<file path="src/rtl/eeprom_pkg.sv">
// Shared types for the EEPROM I2C transaction sequencer: FSM states, the
// byte-command bundle sent to the I2C master and the request direction codes.
package eeprom_pkg;

  typedef enum logic [3:0] {
    StIdle,
    StDevW,
    StWaddr,
    StWdata,
    StWait,
    StDevR,
    StRdata,
    StAbort,
    StDone,
    StErr
  } state_e;

  typedef struct packed {
    logic       start;
    logic       stop;
    logic       read;
    logic       ack;
    logic [7:0] wdata;
  } cmd_t;

  localparam logic RW_WRITE = 1'b0;
  localparam logic RW_READ  = 1'b1;

  function automatic cmd_t mk_cmd(logic start, logic stop, logic read, logic ack,
                                  logic [7:0] wdata);
    cmd_t c;
    c.start = start;
    c.stop  = stop;
    c.read  = read;
    c.ack   = ack;
    c.wdata = wdata;
    return c;
  endfunction

endpackage

</file>
<file path="src/rtl/eeprom_wait_timer.sv">
// Loadable down-counter with a zero flag; times the EEPROM internal write cycle.
module eeprom_wait_timer #(
  parameter int unsigned WIDTH = 20
) (
  input  logic             clk,
  input  logic             rst_n,
  input  logic             load,
  input  logic [WIDTH-1:0] load_val,
  output logic             zero
);

  logic [WIDTH-1:0] count_q, count_d;

  always_comb begin
    count_d = count_q;
    if (load) begin
      count_d = load_val;
    end else if (count_q != '0) begin
      count_d = count_q - WIDTH'(1);
    end
  end

  always_ff @(posedge clk or negedge rst_n) begin
    if (!rst_n) begin
      count_q <= '0;
    end else begin
      count_q <= count_d;
    end
  end

  assign zero = (count_q == '0);

endmodule

</file>
<file path="src/rtl/eeprom_i2c_seq.sv">
// Turns host write/random-read requests into I2C byte commands, splitting writes at
// page boundaries. EEPROM_ACK_POLL_EN replaces the fixed write-cycle wait by ACK polling.
module eeprom_i2c_seq
  import eeprom_pkg::*;
#(
  parameter int unsigned LEN_W          = 4,
  parameter int unsigned PAGE_SIZE      = 8,
  parameter int unsigned WR_WAIT_CYCLES = 500000
) (
  input  logic             clk,
  input  logic             rst_n,
  input  logic             req_valid,
  output logic             req_ready,
  input  logic             req_rw,
  input  logic [6:0]       req_dev,
  input  logic [7:0]       req_waddr,
  input  logic [LEN_W-1:0] req_len,
  input  logic [7:0]       wr_data,
  input  logic             wr_valid,
  output logic             wr_ready,
  output logic [7:0]       rd_data,
  output logic             rd_valid,
  output logic             done,
  output logic             err,
  output logic             cmd_valid,
  input  logic             cmd_ready,
  output logic             cmd_start,
  output logic             cmd_stop,
  output logic             cmd_read,
  output logic             cmd_ack,
  output logic [7:0]       cmd_wdata,
  input  logic             rsp_valid,
  input  logic [7:0]       rsp_rdata,
  input  logic             rsp_nack
);

  localparam int unsigned REM_W     = LEN_W + 1;
  localparam logic [7:0]  PAGE_MASK = 8'(PAGE_SIZE - 1);

  state_e           state_q, state_d;
  logic [6:0]       dev_q, dev_d;
  logic [7:0]       waddr_q, waddr_d;
  logic [REM_W-1:0] rem_q, rem_d;
  logic             rw_q, rw_d;
  cmd_t             cmd_q, cmd_d;
  logic             cmd_valid_q, cmd_valid_d;
  logic             pend_q, pend_d;
  logic [7:0]       rd_data_q, rd_data_d;
  logic             rd_valid_q, rd_valid_d;

  logic       idle_cmd, rsp_fire, page_end, last_byte;
  logic [7:0] waddr_inc;
  state_e     wait_exit;

  assign idle_cmd  = !cmd_valid_q && !pend_q;
  assign rsp_fire  = pend_q && rsp_valid;
  assign waddr_inc = waddr_q + 8'd1;
  assign page_end  = (waddr_inc & PAGE_MASK) == 8'd0;
  assign last_byte = (rem_q == REM_W'(1));
  assign wait_exit = (rem_q == '0) ? StDone : StDevW;

`ifdef EEPROM_ACK_POLL_EN
`else
  localparam int unsigned TMR_W = $clog2(WR_WAIT_CYCLES + 1);
  logic timer_load, timer_zero;

  eeprom_wait_timer #(
    .WIDTH(TMR_W)
  ) u_wait_timer (
    .clk     (clk),
    .rst_n   (rst_n),
    .load    (timer_load),
    .load_val(TMR_W'(WR_WAIT_CYCLES)),
    .zero    (timer_zero)
  );
`endif

  always_comb begin
    state_d     = state_q;
    dev_d       = dev_q;
    waddr_d     = waddr_q;
    rem_d       = rem_q;
    rw_d        = rw_q;
    cmd_d       = cmd_q;
    cmd_valid_d = cmd_valid_q;
    pend_d      = pend_q;
    rd_data_d   = rd_data_q;
    rd_valid_d  = 1'b0;
    wr_ready    = 1'b0;
`ifdef EEPROM_ACK_POLL_EN
`else
    timer_load  = 1'b0;
`endif

    // One command in flight: valid until accepted, then pending until the response.
    if (cmd_valid_q && cmd_ready) begin
      cmd_valid_d = 1'b0;
      pend_d      = 1'b1;
    end
    if (rsp_fire) begin
      pend_d = 1'b0;
    end

    unique case (state_q)
      StIdle: begin
        if (req_valid) begin
          dev_d   = req_dev;
          waddr_d = req_waddr;
          rem_d   = REM_W'(req_len) + REM_W'(1);
          rw_d    = req_rw;
          state_d = StDevW;
        end
      end
      StDevW: begin
        if (idle_cmd) begin
          cmd_d       = mk_cmd(1'b1, 1'b0, 1'b0, 1'b0, {dev_q, RW_WRITE});
          cmd_valid_d = 1'b1;
        end
        if (rsp_fire) state_d = rsp_nack ? StAbort : StWaddr;
      end
      StWaddr: begin
        if (idle_cmd) begin
          cmd_d       = mk_cmd(1'b0, 1'b0, 1'b0, 1'b0, waddr_q);
          cmd_valid_d = 1'b1;
        end
        if (rsp_fire) begin
          if (rsp_nack)            state_d = StAbort;
          else if (rw_q == RW_READ) state_d = StDevR;
          else                      state_d = StWdata;
        end
      end
      StWdata: begin
        if (idle_cmd && wr_valid) begin
          wr_ready    = 1'b1;
          cmd_d       = mk_cmd(1'b0, last_byte || page_end, 1'b0, 1'b0, wr_data);
          cmd_valid_d = 1'b1;
        end
        if (rsp_fire) begin
          if (rsp_nack) begin
            state_d = StAbort;
          end else begin
            rem_d   = rem_q - REM_W'(1);
            waddr_d = waddr_inc;
            if (cmd_q.stop) begin
              state_d = StWait;
`ifdef EEPROM_ACK_POLL_EN
`else
              timer_load = 1'b1;
`endif
            end
          end
        end
      end
      StWait: begin
`ifdef EEPROM_ACK_POLL_EN
        if (idle_cmd) begin
          cmd_d       = mk_cmd(1'b1, 1'b1, 1'b0, 1'b0, {dev_q, RW_WRITE});
          cmd_valid_d = 1'b1;
        end
        if (rsp_fire && !rsp_nack) state_d = wait_exit;
`else
        if (timer_zero) state_d = wait_exit;
`endif
      end
      StDevR: begin
        if (idle_cmd) begin
          cmd_d       = mk_cmd(1'b1, 1'b0, 1'b0, 1'b0, {dev_q, RW_READ});
          cmd_valid_d = 1'b1;
        end
        if (rsp_fire) state_d = rsp_nack ? StAbort : StRdata;
      end
      StRdata: begin
        if (idle_cmd) begin
          cmd_d       = mk_cmd(1'b0, last_byte, 1'b1, rem_q > REM_W'(1), 8'h00);
          cmd_valid_d = 1'b1;
        end
        // A NACK on a received byte is meaningless, so it is ignored here.
        if (rsp_fire) begin
          rd_data_d  = rsp_rdata;
          rd_valid_d = 1'b1;
          rem_d      = rem_q - REM_W'(1);
          waddr_d    = waddr_inc;
          if (last_byte) state_d = StDone;
        end
      end
      StAbort: begin
        if (idle_cmd) begin
          cmd_d       = mk_cmd(1'b0, 1'b1, 1'b0, 1'b0, 8'hFF);
          cmd_valid_d = 1'b1;
        end
        if (rsp_fire) state_d = StErr;
      end
      StDone:  state_d = StIdle;
      StErr:   state_d = StIdle;
      default: state_d = StIdle;
    endcase
  end

  always_ff @(posedge clk or negedge rst_n) begin
    if (!rst_n) begin
      state_q     <= StIdle;
      dev_q       <= '0;
      waddr_q     <= '0;
      rem_q       <= '0;
      rw_q        <= RW_WRITE;
      cmd_q       <= '0;
      cmd_valid_q <= 1'b0;
      pend_q      <= 1'b0;
      rd_data_q   <= '0;
      rd_valid_q  <= 1'b0;
    end else begin
      state_q     <= state_d;
      dev_q       <= dev_d;
      waddr_q     <= waddr_d;
      rem_q       <= rem_d;
      rw_q        <= rw_d;
      cmd_q       <= cmd_d;
      cmd_valid_q <= cmd_valid_d;
      pend_q      <= pend_d;
      rd_data_q   <= rd_data_d;
      rd_valid_q  <= rd_valid_d;
    end
  end

  assign req_ready = (state_q == StIdle);
  assign done      = (state_q == StDone);
  assign err       = (state_q == StErr);
  assign rd_data   = rd_data_q;
  assign rd_valid  = rd_valid_q;
  assign cmd_valid = cmd_valid_q;
  assign cmd_start = cmd_q.start;
  assign cmd_stop  = cmd_q.stop;
  assign cmd_read  = cmd_q.read;
  assign cmd_ack   = cmd_q.ack;
  assign cmd_wdata = cmd_q.wdata;

endmodule

</file>
<file path="config.mk">
export PLATFORM = sky130hd
export DESIGN_NAME = eeprom_i2c_seq
export DESIGN_NICKNAME = d
export VERILOG_FILES = /design/src/rtl/eeprom_pkg.sv /design/src/rtl/eeprom_wait_timer.sv /design/src/rtl/eeprom_i2c_seq.sv
export SDC_FILE = /design/constraint.sdc
export NUM_CORES = 1
export LEC_CHECK = 0
export CORE_MARGIN = 4
export CORE_UTILIZATION = 53
export CTS_CLUSTER_SIZE = 28
export DETAILED_ROUTE_END_ITERATION = 10
export PLACE_DENSITY = 0.88
export SLEW_MARGIN = 20
export SYNTH_ARGS = -nofsm -noshare
export SYNTH_HDL_FRONTEND = slang
export SYNTH_SLANG_ARGS = --single-unit
</file>
<file path="constraint.sdc">
create_clock -name clk -period 2.6 [get_ports clk]
set_input_delay 0.52 -clock clk [delete_from_list [all_inputs] [get_ports clk]]
set_output_delay 0.52 -clock clk [all_outputs]
set_load 0.1 [all_outputs]
</file>
==> impl_metrics.env, run 1 <==
export IMPL_status="finished, final reports clean"
export IMPL_crit_path_end="wr_ready"
export IMPL_postRouteAntennaNets=0
export IMPL_drt_iter0_markers=176
export IMPL_clock_sinks=67
export IMPL_stdcell_area_mm2=0.004761
export IMPL_r2r_cells=6
export IMPL_dpl_cell_area_mm2=0.004546
export IMPL_cts_resized=0
export IMPL_instances_no_fill=581
export IMPL_cts_max_path_buffers=2
export IMPL_power_mw=2.120
export IMPL_setup_violations=0
export IMPL_relSlewSlack=0.5367
export IMPL_slowest_delay_ps=580
export IMPL_clock_insertion_delay_worst_skew_ps=350
export IMPL_core_area_mm2=0.006832
export IMPL_vias=3355
export IMPL_fin_ws_ps=254.3
export IMPL_grt_max_degree=68
export IMPL_final_layout_size_suffix_gt1_frac=0.1691
export IMPL_firstDrtPassIters=4
export IMPL_routed_wl_mm=9.305
export IMPL_finalCritPeriodShare=0.9022
export IMPL_cts_setup_buffers=0
export IMPL_antenna_found_initial=0
export IMPL_areaGrowthSynthToFinish_pct=26.96
export IMPL_worstPathMaxFanout=11
export IMPL_cts_hold_fix_buffers=0
export IMPL_h_tree_depth=3
export IMPL_async_flop_share=1.000
export IMPL_wire_per_inst_um=16.02
export IMPL_grt_util_all_layers=0.2280
export IMPL_seqPwrFrac=0.496
export IMPL_worstHoldPathType="input pin to async pin"
export IMPL_powerDensity_mw_per_mm2=445.2
export IMPL_antennaDiodeCount=0
export IMPL_ys_types=66
export IMPL_critPathLaunchType="flip-flop"
export IMPL_synth_edf_count=0
export IMPL_synthFlopType="dfrtp_1"
export IMPL_tightest_slew_ps=694.9
export IMPL_grt_overflow_total=0
export IMPL_max_cap_viol_count=0
export IMPL_criticalPathCategory="flip-flop to output port"
export IMPL_pin_count=69
export IMPL_place_ws_ps=165.4
export IMPL_dp_cells=566
export IMPL_max_freq_mhz=426.3
export IMPL_rsz0062_at_grt="no"
export IMPL_r2r_end="rem_q[4]$_DFFE_PN0P_"
export IMPL_yosysWarnings=0
export IMPL_cp_required_ps=2080
export IMPL_start_util=0.5489
export IMPL_die_h_um=92.12
export IMPL_place_gp_congestion=0.8638
export IMPL_dp_hpwl_mm=6.572
export IMPL_crit_start="state_q[1]$_DFFE_PN0P_"
export IMPL_ir_worst_vdd_mv=0.3550
export IMPL_skew_ps=10.78
export IMPL_p_int_mw=1.653
export IMPL_cts_tree="done"
export IMPL_vias_per_cell=5.775
export IMPL_grt_pass1_wl_mm=15.61
export IMPL_final_net_count=531
export IMPL_period_needed_ps=2346
export IMPL_combPwrFrac=0.058
export IMPL_swShare=0.2199
export IMPL_endpoint_kind="output port"
export IMPL_p_clk_frac=0.446
export IMPL_cts_buffers=9
export IMPL_synth_area_per_cell_um2=9.036
export IMPL_ys_seq_elements=67
export IMPL_arrival_ps=1830
export IMPL_ys_seq_area_frac=0.4471
export IMPL_grt_pass1_vias=3305
export IMPL_rows=30
export IMPL_critPathSlowestCell="dfrtp_1"
export IMPL_clkTransAtPathRegs_ps=80
export IMPL_switchingPower_mw=0.4662
export IMPL_hold_ws_ps=185.3
export IMPL_critical_path_cell_chain="nand2b_1, or3_1, nor3_4, buf_12"
export IMPL_synth_fp_nets=465
export IMPL_synthCells=415
export IMPL_syn_area_mm2=0.003750
export IMPL_cts_root_buf="clkbuf_8"
export IMPL_finalMaxSlewViolations=0
export IMPL_ff2ff_setup_slack_ps=410
export IMPL_die_width_um=92.12
export IMPL_hold_viol_final=0
export IMPL_remaining_drc_errors=0
export IMPL_p_leak_nw=2.009
export IMPL_io_buffers=68
export IMPL_die_area_mm2=0.008485
export IMPL_reg2reg_from="state_q[0]$_DFFE_PN0P_"
-- worst max-delay path: cells and delay by family, from the launching register on --
kind          cells  cell delay [ps]
buf+inv           1              200
flops             1              580
simple gates      3              690
-- stage by stage --
step / setup TNS, ps / util
floorplan: -609.9 / -
detailed placement: 0 / 0.6654
global placement: 0 / 0.6654
finish: 0 / 0.6969
CTS: 0 / 0.6969
global route: 0 / 0.6969
-- cell families after synthesis --
group,after synthesis,share of synthesized area
AND/OR/NAND/NOR,177,0.2496
AO/OA/AOI/OAI,104,0.1755
flip-flops,67,0.4471
buffers and inverters,35,0.03971
XOR/XNOR,14,0.03270
multiplexers,11,0.03203
adder cells (fa/ha/maj),7,0.02336
-- layout by cell type, fill, tap and decap left out, drive strengths merged, types with 4 or more instances in the layout --
cell,instances
o21ai,32
xor2,7
dfrtp,67
clkbuf,9
buf,37
nor2,35
nor3,11
nand2,66
a211oi,5
nor2b,4
nor4b,4
nand3,13
a21o,5
or3,5
nand2b,8
nor3b,5
xnor2,7
clkdlybuf4s50,41
a21oi,33
ha,7
a31oi,5
mux2,8
o22ai,5
inv,12
nor4,6
-- final cells by class --
type,instances,area [um2]
Timing Repair Buffer,78,748.2
Fill cell,522,2071
Sequential cell,67,1677
Multi-Input combinational cell,313,1956
Clock buffer,9,123.9
Inverter,12,45.04
Clock inverter,6,91.34
Tap cell,96,120.1
-- power by group through the flow --
stage	Combinational, mW	Clock [mW]	Sequential, mW
2_1_floorplan	0.0252	0	1.07
3_3_place_gp	0.120	0	1.07
3_5_place_dp	0.123	0	1.07
4_1_cts	0.124	0.953	1.05
5_1_grt	0.135	1.02	1.05
6_report	0.122	0.945	1.05
-- worst min-delay path by stage --
stage | start | end | slack (ps) | cells after the start
after floorplan | rst_n | cmd_ack$_DFFE_PN0P_ | 220 | 0
after global placement | rd_data[7]$_DFFE_PN0P_ | rd_data[7]$_DFFE_PN0P_ | 460 | 2
after detailed placement | rd_data[4]$_DFFE_PN0P_ | rd_data[4]$_DFFE_PN0P_ | 470 | 2
after CTS | rst_n | u_wait_timer.count_q[7]$_DFFE_PN0P_ | 200 | 2
after global routing | rst_n | u_wait_timer.count_q[5]$_DFFE_PN0P_ | 200 | 2
final | rst_n | u_wait_timer.count_q[7]$_DFFE_PN0P_ | 190 | 2
-- synthesized netlist by cell type (all sizes together) (5+ instances only) --
| cell type | instances | area, um2 |
|---|---|---|
| dfrtp | 67 | 1677 |
| nand2 | 66 | 252.7 |
| nor2 | 35 | 131.4 |
| a21oi | 33 | 172.7 |
| o21ai | 32 | 160.2 |
| clkbuf | 16 | 60.06 |
| nand3 | 13 | 70.07 |
| inv | 12 | 45.04 |
| nor3 | 11 | 71.32 |
| mux2 | 8 | 90.09 |
| nand2b | 8 | 50.05 |
| buf | 7 | 43.79 |
| ha | 7 | 87.58 |
| xnor2 | 7 | 61.31 |
| xor2 | 7 | 61.31 |
| nor4 | 6 | 58.80 |
| a211oi | 5 | 47.54 |
| a21o | 5 | 37.54 |
| a31oi | 5 | 46.29 |
| nor3b | 5 | 37.54 |
| o22ai | 5 | 31.28 |
| or3 | 5 | 31.28 |
-- flip-flops by register name, indices dropped and copies added (netlist names) --
signal and flops:
cmd_stop 1, rw_q 1, state_q 4, rd_data 8, u_wait_timer.count_q 19, cmd_valid 1
cmd_ack 1, dev_q 7, rd_valid 1, rem_q 5, pend_q 1, waddr_q 8
cmd_wdata 8, cmd_start 1, cmd_read 1
-- routing by layer --
layer	global-route usage	up-vias	wire [um]
met5	0	-	0
met4	0.06436	0	160
met3	0.06071	20	528
met2	0.3923	104	4797
met1	0.2818	1629	3819
li1	-	1602	-
No activity file was read; power rests on OpenSTA's default activity.
==> inputs of run 2 (changes only) <==
--- a/config.mk
+++ b/config.mk
@@ -5,7 +5,8 @@
 export SDC_FILE = /design/constraint.sdc
 export NUM_CORES = 1
 export LEC_CHECK = 0
-export CORE_MARGIN = 4
+export CAP_MARGIN = 20
+export CORE_MARGIN = 2
 export CORE_UTILIZATION = 53
 export CTS_CLUSTER_SIZE = 28
 export DETAILED_ROUTE_END_ITERATION = 10
==> impl_metrics.env, run 2 (synthesis gave the netlist of run 1 again) <==
export IMPL_status="finished, final reports clean"
export IMPL_worstPathMaxFanout=12
export IMPL_postRouteAntennaNets=0
export IMPL_vias_per_cell=5.767
export IMPL_hold_viol_final=0
export IMPL_cpLargestDelayFamily="simple AND/OR/NAND/NOR gates"
export IMPL_final_common_cell="dfrtp_1"
export IMPL_start_util=0.5489
export IMPL_grt_util_all_layers=0.2424
export IMPL_place_ws_ps=169.8
export IMPL_regMostFlops="u_wait_timer.count_q"
export IMPL_period_needed_ps=2389
export IMPL_cts_setup_buffers=0
export IMPL_finalCritPeriodShare=0.9188
export IMPL_relSlewSlack=0.5699
export IMPL_grt_overflow_total=0
export IMPL_arrival_ps=1870
export IMPL_switchingPower_mw=0.4414
export IMPL_grt_pass1_vias=3124
export IMPL_pin_count=69
export IMPL_endpoint_kind="output port"
export IMPL_swShare=0.1985
export IMPL_seqPwrFrac=0.473
export IMPL_areaGrowthSynthToFinish_pct=27.29
export IMPL_cts_buffers=9
export IMPL_cts_tree="done"
export IMPL_p_leak_nw=2.020
export IMPL_cp_required_ps=2080
export IMPL_setup_violations=0
export IMPL_drt_iter0_markers=225
export IMPL_dp_hpwl_mm=6.369
export IMPL_wire_per_inst_um=15.35
export IMPL_vias=3345
export IMPL_clock_sinks=67
export IMPL_critPathSlowestCell="dfrtp_1"
export IMPL_p_clk_frac=0.472
export IMPL_largest_reg_flops=19
export IMPL_final_net_count=529
export IMPL_routed_wl_mm=8.903
export IMPL_rsz0062_at_grt="no"
export IMPL_cts_hold_fix_buffers=0
export IMPL_antennaDiodeCount=0
export IMPL_place_gp_congestion=0.9112
export IMPL_cts_max_path_buffers=2
export IMPL_dpl_cell_area_mm2=0.004531
export IMPL_power_mw=2.224
export IMPL_cts_root_buf="clkbuf_8"
export IMPL_grt_pass1_wl_mm=14.79
export IMPL_ir_worst_vdd_mv=0.3580
export IMPL_die_area_mm2=0.007764
export IMPL_antenna_found_initial=0
export IMPL_worstHoldPathType="input pin to async pin"
export IMPL_path_buf_inv=1
export IMPL_firstDrtPassIters=5
export IMPL_clkTransAtPathRegs_ps=70
export IMPL_core_area_mm2=0.006832
export IMPL_fin_ws_ps=211.1
export IMPL_combPwrFrac=0.055
export IMPL_critPathLaunchType="flip-flop"
export IMPL_criticalPathCategory="flip-flop to output port"
export IMPL_rows=30
export IMPL_h_tree_depth=3
export IMPL_max_cap_viol_count=0
export IMPL_grt_max_degree=51
export IMPL_io_buffers=68
export IMPL_stdcell_area_mm2=0.004773
export IMPL_skew_ps=3.704
export IMPL_max_freq_mhz=418.6
export IMPL_tightest_slew_ps=645.2
export IMPL_critical_path_cell_chain="nand2b_1, or3_1, nor3_4, buf_12"
export IMPL_p_int_mw=1.782
export IMPL_die_h_um=88.12
export IMPL_cts_resized=0
export IMPL_final_layout_size_suffix_gt1_frac=0.1632
export IMPL_die_width_um=88.12
export IMPL_finalMaxSlewViolations=0
export IMPL_powerDensity_mw_per_mm2=465.9
export IMPL_clock_insertion_delay_worst_skew_ps=340
export IMPL_layout_common_cells="dfrtp_1, nand2_1, clkdlybuf4s50_1"
export IMPL_remaining_drc_errors=0
export IMPL_slowest_delay_ps=610
==> run 2: per-stage QoR <==
stage                       util  hold slack (ps)  TNS (ps)  cells
final                     0.6987            108.8         0    580
after global routing      0.6987            127.8         0    580
after CTS                 0.6987            102.7         0    580
after detailed placement  0.6632            470.2         0    564
after global placement    0.6632            459.5         0    564
after floorplan                -            224.4    -609.9    415
==> run 2: final timing paths <==
kind / slack [ps] / depth (start not counted) / start / end
max: 210 / 4 / state_q[1]$_DFFE_PN0P_ / wr_ready
min: 110 / 1 / rst_n / u_wait_timer.count_q[5]$_DFFE_PN0P_
max reg2reg: 420 / 7 / u_wait_timer.count_q[0]$_DFFE_PN0P_ / u_wait_timer.count_q[18]$_DFFE_PN0P_
min reg2reg: 490 / 2 / rd_data[3]$_DFFE_PN0P_ / rd_data[3]$_DFFE_PN0P_
max in group asynchronous: 1880 / 2 / rst_n / u_wait_timer.count_q[15]$_DFFE_PN0P_
min in group clk: 490 / 2 / rd_data[3]$_DFFE_PN0P_ / rd_data[3]$_DFFE_PN0P_
==> run 2: final cells by class <==
| type | instances | area (um2) |
|---|---|---|
| Multi-Input combinational cell | 313 | 1956 |
| Inverter | 12 | 45.04 |
| Clock inverter | 4 | 97.59 |
| Fill cell | 503 | 2058 |
| Tap cell | 96 | 120.1 |
| Sequential cell | 67 | 1677 |
| Timing Repair Buffer | 76 | 733.2 |
| Clock buffer | 12 | 145.1 |
==> run 2: power by group through the flow <==
stage / logic (mW) / clock network (mW) / registers (mW)
floorplan: 0.0252 / 0 / 1.07
global placement: 0.121 / 0 / 1.07
detailed placement: 0.123 / 0 / 1.07
CTS: 0.123 / 1.07 / 1.05
global route: 0.134 / 1.12 / 1.05
finish: 0.122 / 1.05 / 1.05
==> run 2: worst register-to-register path, delay by kind of cell, from the launching register on <==
kind,cells,cell delay [ps]
flip-flops,1,410
adder cells (fa/ha/maj),1,190
buffers and inverters,1,80
AND/OR/NAND/NOR,4,1140
AO/OA/AOI/OAI,1,240
==> run 2: per-layer routing <==
metal,track usage,routed length (um)
met1,0.3307,3859
met5,0,0
met4,0.06749,136
met2,0.3864,4383
met3,0.06221,522
==> inputs of run 3 (changes only) <==
--- a/config.mk
+++ b/config.mk
@@ -7,11 +7,11 @@
 export LEC_CHECK = 0
 export CAP_MARGIN = 20
 export CORE_MARGIN = 2
-export CORE_UTILIZATION = 53
+export CORE_UTILIZATION = 54
+export CTS_BUF_LIST = sky130_fd_sc_hd__clkbuf_4 sky130_fd_sc_hd__clkbuf_8
 export CTS_CLUSTER_SIZE = 28
 export DETAILED_ROUTE_END_ITERATION = 10
-export PLACE_DENSITY = 0.88
-export SLEW_MARGIN = 20
+export PLACE_DENSITY = 0.89
 export SYNTH_ARGS = -nofsm -noshare
 export SYNTH_HDL_FRONTEND = slang
 export SYNTH_SLANG_ARGS = --single-unit
==> impl_metrics.env, run 3 (synthesis gave the netlist of run 1 again) <==
export IMPL_fillers=497
export IMPL_remaining_drc_errors=0
export IMPL_finalCritPeriodShare=0.8983
export IMPL_grt_pass1_wl_mm=15.36
export IMPL_drt_iter0_markers=185
export IMPL_swShare=0.2360
export IMPL_clock_sinks=67
export IMPL_worstHoldPathType="input pin to async pin"
export IMPL_rsz0062_at_grt="no"
export IMPL_p_int_mw=1.573
export IMPL_ir_worst_vdd_mv=0.3225
export IMPL_critPathSlowestCell="dfrtp_1"
export IMPL_postRouteAntennaNets=0
export IMPL_dpl_cell_area_mm2=0.004526
export IMPL_vias=3457
export IMPL_clock_insertion_delay_worst_skew_ps=350
export IMPL_grt_pass1_vias=3218
export IMPL_p_clk_frac=0.430
export IMPL_routed_wl_mm=9.331
export IMPL_grt_util_all_layers=0.2554
export IMPL_vias_per_cell=6.108
export IMPL_start_util=0.5550
export IMPL_areaGrowthSynthToFinish_pct=25.93
export IMPL_h_tree_depth=3
export IMPL_seqPwrFrac=0.511
export IMPL_tns_ps=0
export IMPL_worstPathMaxFanout=9
export IMPL_switchingPower_mw=0.4857
export IMPL_p_leak_nw=2.011
export IMPL_cp_required_ps=2080
export IMPL_core_area_mm2=0.006756
export IMPL_setup_violations=0
export IMPL_power_mw=2.059
export IMPL_die_width_um=87.33
export IMPL_pin_count=69
export IMPL_cts_setup_buffers=0
export IMPL_antennaDiodeCount=0
export IMPL_fin_ws_ps=264.4
export IMPL_powerDensity_mw_per_mm2=435.9
export IMPL_criticalPathCategory="flip-flop to output port"
export IMPL_hold_viol_final=0
export IMPL_combPwrFrac=0.060
export IMPL_path_buf_inv=1
export IMPL_antenna_found_initial=0
export IMPL_final_common_cell="dfrtp_1"
export IMPL_layout_common_cells="dfrtp_1, nand2_1, clkdlybuf4s50_1"
export IMPL_cts_tree="done"
export IMPL_cts_buffers=9
export IMPL_critPathLaunchType="flip-flop"
export IMPL_cts_root_buf="clkbuf_8"
export IMPL_finalMaxSlewViolations=0
export IMPL_tightest_slew_ps=736.3
export IMPL_slowest_delay_ps=560
export IMPL_critical_path_cell_chain="nand2b_1, or3_1, nor3_4, buf_12"
export IMPL_cts_resized=0
export IMPL_regMostFlops="u_wait_timer.count_q"
export IMPL_skew_ps=11.65
export IMPL_grt_overflow_total=0
export IMPL_relSlewSlack=0.5092
export IMPL_stdcell_area_mm2=0.004722
export IMPL_largest_reg_flops=19
export IMPL_final_net_count=531
export IMPL_cts_hold_fix_buffers=0
export IMPL_place_ws_ps=170.8
export IMPL_max_freq_mhz=428.2
export IMPL_endpoint_kind="output port"
export IMPL_die_h_um=87.33
export IMPL_place_gp_congestion=0.9025
export IMPL_dp_hpwl_mm=6.384
export IMPL_cpLargestDelayFamily="simple AND/OR/NAND/NOR gates"
export IMPL_io_buffers=68
export IMPL_grt_max_degree=68
export IMPL_clkTransAtPathRegs_ps=80
export IMPL_period_needed_ps=2336
export IMPL_arrival_ps=1820
export IMPL_firstDrtPassIters=5
export IMPL_cts_max_path_buffers=2
export IMPL_wire_per_inst_um=16.49
export IMPL_status="finished, final reports clean"
export IMPL_max_cap_viol_count=0
export IMPL_rows=30
export IMPL_die_area_mm2=0.007627
export IMPL_final_layout_size_suffix_gt1_frac=0.1708
run 3: layout make-up:
cell class	instances	area, um2	area share
clock buffer	10	131.4	0.02782
timing repair buffer	78	748.2	0.1585
inverter	12	45.04	0.009539
clock inverter	6	65.06	0.01378
tap	80	100.1	0.02120
multi-input combinational	313	1956	0.4142
sequential	67	1677	0.3551
run 3: metal layers:
| layer | global-route usage | wire [um] |
|---|---|---|
| met5 | 0 | 0 |
| met4 | 0.1119 | 234 |
| met3 | 0.05118 | 603 |
| met2 | 0.4036 | 4667 |
| met1 | 0.3402 | 3824 |
run 3: final timing paths:
path                       slack [ps]  cells after the start                                   end                                 from
min reg2reg                       480                      2                rd_data[0]$_DFFE_PN0P_               rd_data[0]$_DFFE_PN0P_
min                               170                      2  u_wait_timer.count_q[17]$_DFFE_PN0P_                                rst_n
min in group clk                  480                      2                rd_data[0]$_DFFE_PN0P_               rd_data[0]$_DFFE_PN0P_
max in group asynchronous        2120                      2   u_wait_timer.count_q[1]$_DFFE_PN0P_                                rst_n
max reg2reg                       400                      6  u_wait_timer.count_q[16]$_DFFE_PN0P_  u_wait_timer.count_q[0]$_DFFE_PN0P_
max                               260                      4                              wr_ready               state_q[1]$_DFFE_PN0P_
run 3: per-stage QoR:
stage | hold WS [ps] | util | std cells
6_report | 168.7 | 0.6989 | 566
5_1_grt | 207.3 | 0.6989 | 566
2_1_floorplan | 224.4 | - | 415
3_5_place_dp | 464.6 | 0.6698 | 550
3_3_place_gp | 461.3 | 0.6698 | 550
4_1_cts | 193.7 | 0.6989 | 566
run 3: power by group through the flow:
stage	clock (mW)	combinational, mW	sequential, mW
2_1_floorplan	0	0.0252	1.07
3_3_place_gp	0	0.121	1.07
3_5_place_dp	0	0.123	1.07
4_1_cts	0.886	0.125	1.05
5_1_grt	0.933	0.134	1.05
6_report	0.884	0.123	1.05
